--- config.mk ---
export PLATFORM = sky130hd
export DESIGN_NAME = memwb_skid_reg
export DESIGN_NICKNAME = d
export VERILOG_FILES = /design/src/rtl/memwb_skid_reg.sv
export SDC_FILE = /design/constraint.sdc
export NUM_CORES = 1
export LEC_CHECK = 0
export ABC_CLOCK_PERIOD_IN_PS = 2250
export CAP_MARGIN = 30
export CORE_ASPECT_RATIO = 1.25
export CORE_MARGIN = 2
export CORE_UTILIZATION = 49
export CTS_BUF_LIST = sky130_fd_sc_hd__clkbuf_16
export DETAILED_ROUTE_END_ITERATION = 10
export PLACE_DENSITY = 0.79
export SETUP_SLACK_MARGIN = 0.2
export SYNTH_ARGS = -nofsm -noshare
export SYNTH_HDL_FRONTEND = slang
export SYNTH_SLANG_ARGS = --single-unit
--- constraint.sdc ---
create_clock -name clk -period 2.25 [get_ports clk]
set_input_delay 0.45 -clock clk [delete_from_list [all_inputs] [get_ports clk]]
set_output_delay 0.45 -clock clk [all_outputs]
set_load 0.005 [all_outputs]
--- src/rtl/memwb_skid_reg.sv ---
// memwb_skid_reg: MEM->WB pipeline register with valid/ready skid buffer, flush, write gating and debug counters
module memwb_skid_reg #(
  parameter int DATA_W = 32,
  parameter int REG_W  = 5,
  parameter int CNT_W  = 16
) (
  input  logic              clk,
  input  logic              reset,
  input  logic              flush,
  input  logic              in_valid,
  output logic              in_ready,
  input  logic [DATA_W-1:0] aluoutM,
  input  logic [DATA_W-1:0] readdataM,
  input  logic [REG_W-1:0]  writeregM,
  input  logic              regwriteM,
  input  logic              memtoregM,
  output logic              out_valid,
  input  logic              out_ready,
  output logic [DATA_W-1:0] aluoutW,
  output logic [DATA_W-1:0] readdataW,
  output logic [REG_W-1:0]  writeregW,
  output logic              regwriteW,
  output logic              memtoregW,
  output logic [CNT_W-1:0]  stall_cnt,
  output logic [CNT_W-1:0]  flush_cnt
);
  typedef enum logic [1:0] {EMPTY, ONE, TWO} state_t;
  state_t state;
  logic [DATA_W-1:0] alu_s, rd_s;
  logic [REG_W-1:0] wr_s;
  logic rw_s, mr_s, rw_m;
  logic in_fire, out_fire, load_main, load_skid, pop_skid;
  assign in_ready  = state != TWO;
  assign out_valid = state != EMPTY;
  assign in_fire   = in_valid & in_ready;
  assign out_fire  = out_valid & out_ready;
  assign regwriteW = out_valid & rw_m & (writeregW != '0);
  assign load_main = !flush & in_fire & (state == EMPTY || (state == ONE && out_fire));
  assign load_skid = !flush & in_fire & state == ONE & !out_fire;
  assign pop_skid  = !flush & state == TWO & out_fire;
  // occupancy: EMPTY/ONE/TWO, flush drops everything including a same-cycle accept
  always_ff @(posedge clk)
    if (reset || flush) state <= EMPTY;
    else
      case (state)
        EMPTY:   state <= in_fire ? ONE : EMPTY;
        ONE:     state <= (in_fire & !out_fire) ? TWO : (!in_fire & out_fire) ? EMPTY : ONE;
        default: state <= out_fire ? ONE : TWO;
      endcase
  // main entry loads from input directly or from the skid entry when it drains
  always_ff @(posedge clk)
    if (reset) begin
      aluoutW   <= '0;
      readdataW <= '0;
      writeregW <= '0;
      rw_m      <= 1'b0;
      memtoregW <= 1'b0;
    end else if (load_main || pop_skid) begin
      aluoutW   <= pop_skid ? alu_s : aluoutM;
      readdataW <= pop_skid ? rd_s  : readdataM;
      writeregW <= pop_skid ? wr_s  : writeregM;
      rw_m      <= pop_skid ? rw_s  : regwriteM;
      memtoregW <= pop_skid ? mr_s  : memtoregM;
    end
  // skid entry captures the input accepted while main is stalled
  always_ff @(posedge clk)
    if (reset) begin
      alu_s <= '0;
      rd_s  <= '0;
      wr_s  <= '0;
      rw_s  <= 1'b0;
      mr_s  <= 1'b0;
    end else if (load_skid) begin
      alu_s <= aluoutM;
      rd_s  <= readdataM;
      wr_s  <= writeregM;
      rw_s  <= regwriteM;
      mr_s  <= memtoregM;
    end
  // saturating debug counters, cleared only by reset
  always_ff @(posedge clk)
    if (reset) begin
      stall_cnt <= '0;
      flush_cnt <= '0;
    end else begin
      if (out_valid && !out_ready && !flush && stall_cnt != '1) stall_cnt <= stall_cnt + 1'b1;
      if (flush && flush_cnt != '1) flush_cnt <= flush_cnt + 1'b1;
    end
endmodule

==> results.md <==
- Reg2reg end: stall_cnt[7]
- PortBufs: 180
- Post-route minimum period: 2.00 ns
- Cell Pwr Density: 689 mW/mm2
- Most frequent cell after synthesis: dfxtp_1
- Total global-route track usage: 22.3%
- Detailed placer's ending HPWL: 12100 um
- YS warnings: 0
- Max_slew headroom: 60.1%
- Critical Path Stages: 3
- Drt wl/cell: 14.7 um
- First-pass GRT wire length: 29100 um
- CTS Hold Bufs: 0
- Crit share post-route: 88.9%
- Post-Syn Area per Cell: 8.85 um2
- CTS Buffer Depth: 2
- Worst path slowest cell: or3_1
- Critical path startpoint category: register
- Logic pwr share: 10.4%
- Finished Core Util: 68.6%
- # IOs: 181
- Die span in x: 113 um
- Top cells by area, synth: dfxtp_1 (48%), mux2i_1 (9.8%), nand2_1 (7.8%), a211oi_1 (7.7%), a21oi_1 (5.3%)
- Syn Nets: 908
- CP endpoint: regwriteW
- RSZ-0062 raised after global routing: false
- Sink Count: 176
- VDD IR max: 0.337 mV
- Yosys top cell area share: 48.0%
- CP Data Required Time: 1.80 ns
- Top FF cell, synth: dfxtp_1
- Setup violators final: 0
- # Max-Cap Violations: 0
- Reg2Reg Depth: 6
- Initial antenna violation count: 0
- CTS tree: done
- Hold_ws: 0.453 ns
- Slew @ Worst Pin: 0.594 ns
- FP Rows: 50
- CP top delay family: simple AND/OR/NAND/NOR gates
- Initial core utilization: 49.5%
- Layout cells sized above 1: 8.73%
- Setup CP Type: register to output pin
- Final worst slack: 0.249 ns
- #FFs+latches synth: 176
- Sequential Power Share: 46.8%
- Gpl congestion: 0.836
- Psw: 1.54 mW
- TritonCTS buffer count: 17
- Die area: 0.0160 mm2
- DRC errors left: 0
- Post-Route Skew: 0.00878 ns
- First drt pass iteration count: 4
- Cell Chain, Critical Path: or3_1 -> o311a_1 -> buf_2
- Largest net degree at the start of global routing: 58
- Die Ht: 141 um
- Number of diodes: 0
- Switching share of power: 22.0%
- Nets: 1085
- DR iter-0 viols: 429
- FFs w/ async S/R, synth: 0%
- CP Capture Type: output pin
- Clock root buffer: clkbuf_16
- Leakage dissipation: 3.43 nW
- Clock transition at the registers of the reported paths: 0.06 ns
- Status: finished clean
- Cells after Synth: 830
- DR vias/cell: 5.28
- Layout area overhead: 38.6%
- Seq/Total Area, Yosys: 48.0%
- Pre-CTS setup slack: -0.105 ns
- Top cells by count, synth: dfxtp_1 (176), nand2_1 (152), nor2_1 (101), a21oi_1 (78), a211oi_1 (75)
- Fmax: 500 MHz
- Final hold violations: 0
- Clock share of power: 42.9%
- Final wirelength: 17600 um
- WP buf/inv: 1
- Detail Route Antenna Nets: 0
- Filler instances: 1192
- Hold Crit Class: register to register
- Max-slew violation count: 0
- Most area-hungry cell type in the Yosys netlist: dfxtp_1
- Synth cell types: 51
- Reg2Reg Setup Slack: 0.30 ns
- Worst-Skew Late Latency: 0.42 ns
- Cell Int Power: 5.48 mW
- Worst setup path start: writeregW[0]
- Core ar.: 0.0148 mm2
- Vias in the first global route: 6058
- Arr. time, crit path: 1.55 ns
- Total number of vias: 6347
- Slowest cell delay on critical path: 0.38 ns
- H-tree levels: 4
- Number of flops mapped to enable cells by yosys: 0
- Grt ovf: 0
- RR Startpoint: stall_cnt[0]
- Post-Syn Area: 0.00734 mm2
- Crit-path max FO: 3
==> area by class of cell <==
type | count | area, um2 | area share, %
tap | 182 | 228 | 2.24
sequential | 176 | 3530 | 34.7
inverter | 3 | 11.3 | 0.111
clock buffer | 17 | 425 | 4.18
timing repair buffer | 220 | 2270 | 22.3
multi-input combinational | 589 | 3540 | 34.8
clock inverter | 15 | 173 | 1.70
==> registers in the layout (all words and copies together), names as in the netlist, 2 cells and up <==
register and flops:
wr_s 5, aluoutW 32, readdataW 32, state 2, rd_s 32, stall_cnt 16
writeregW 5, flush_cnt 16, alu_s 32
==> per-layer routing <==
layer,routed length (um),global-route usage (%),up-vias
met4,182,6.55,0
li1,-,-,3232
met3,811,5.67,13
met5,0,0,-
met2,8910,38.7,145
met1,7710,27.4,2957
==> cell usage in the layout, fill, tap and decap left out, types with 3 or more instances in the layout <==
cell type / netlist / routed
and4_1: 3 / 3
mux2i_1: 72 / 72
a21oi_1: 78 / 78
nand3_1: 14 / 14
buf_12: 0 / 14
inv_1: 3 / 4
buf_4: 10 / 27
xor2_1: 9 / 9
nand4_1: 9 / 9
and3_1: 3 / 3
a211oi_1: 75 / 75
or3_1: 5 / 4
o21ai_0: 5 / 5
nor4_1: 3 / 3
nor2_1: 101 / 101
clkbuf_16: 0 / 17
xnor2_1: 14 / 14
nor3_1: 6 / 6
bufinv_16: 0 / 4
nand3b_1: 3 / 3
nand2_1: 152 / 152
clkdlybuf4s50_1: 0 / 177
clkinv_1: 0 / 6
dfxtp_1: 176 / 173
==> through the flow <==
step           cells  instance area [um2]  TNS [ns]  power [mW]
2_1_floorplan    830                 7340         0        3.63
3_3_place_gp    1168                 9550     -3.29        4.07
3_5_place_dp    1168                 9550     -5.72        4.08
4_1_cts         1202                10200         0        7.08
5_1_grt         1202                10200         0        7.28
6_report        1202                10200         0        7.02
==> worst reg2reg max path: stages (launching register included) <==
cell     delay [ns]
dfxtp_1        0.45
ha_1           0.31
inv_1          0.13
nor3_4         0.33
a21oi_2        0.12
nor3b_2        0.18
mux2_1         0.32
==> worst min path at each step <==
stage	startpoint	endpoint	slack (ns)	cells past startpoint
finish	alu_s[25]	alu_s[25]	0.45	2
global route	alu_s[24]	alu_s[24]	0.47	2
CTS	alu_s[25]	alu_s[25]	0.45	2
detailed placement	alu_s[25]	alu_s[25]	0.45	2
global placement	alu_s[9]	alu_s[9]	0.44	2
floorplan	alu_s[0]	alu_s[0]	0.44	2
==> power groups by stage <==
| stage | registers [mW] | clock network, mW | logic (mW) |
|---|---|---|---|
| floorplan | 3.35 | 0 | 0.276 |
| global placement | 3.35 | 0 | 0.715 |
| detailed placement | 3.35 | 0 | 0.725 |
| CTS | 3.28 | 3.06 | 0.733 |
| global route | 3.29 | 3.20 | 0.792 |
| finish | 3.28 | 3.01 | 0.726 |
==> repair_timing <==
item / 4_1_cts / 5_1_grt
setup buffers: 2 / 0
pin swaps: 0 / 1
gates resized for setup: 10 / 2
setup endpoints to repair: 2 / 2
==> logic make-up after synthesis <==
logic type	count (synthesis)	share of synthesized area, %
compound gates	167	14.3
xor+xnor	23	2.74
fa+ha+maj	2	0.341
buf+inv	65	4.35
mux	74	10.1
simple gates	323	20.1
flops	176	48.0
No activity file was read; power rests on OpenSTA's default activity.
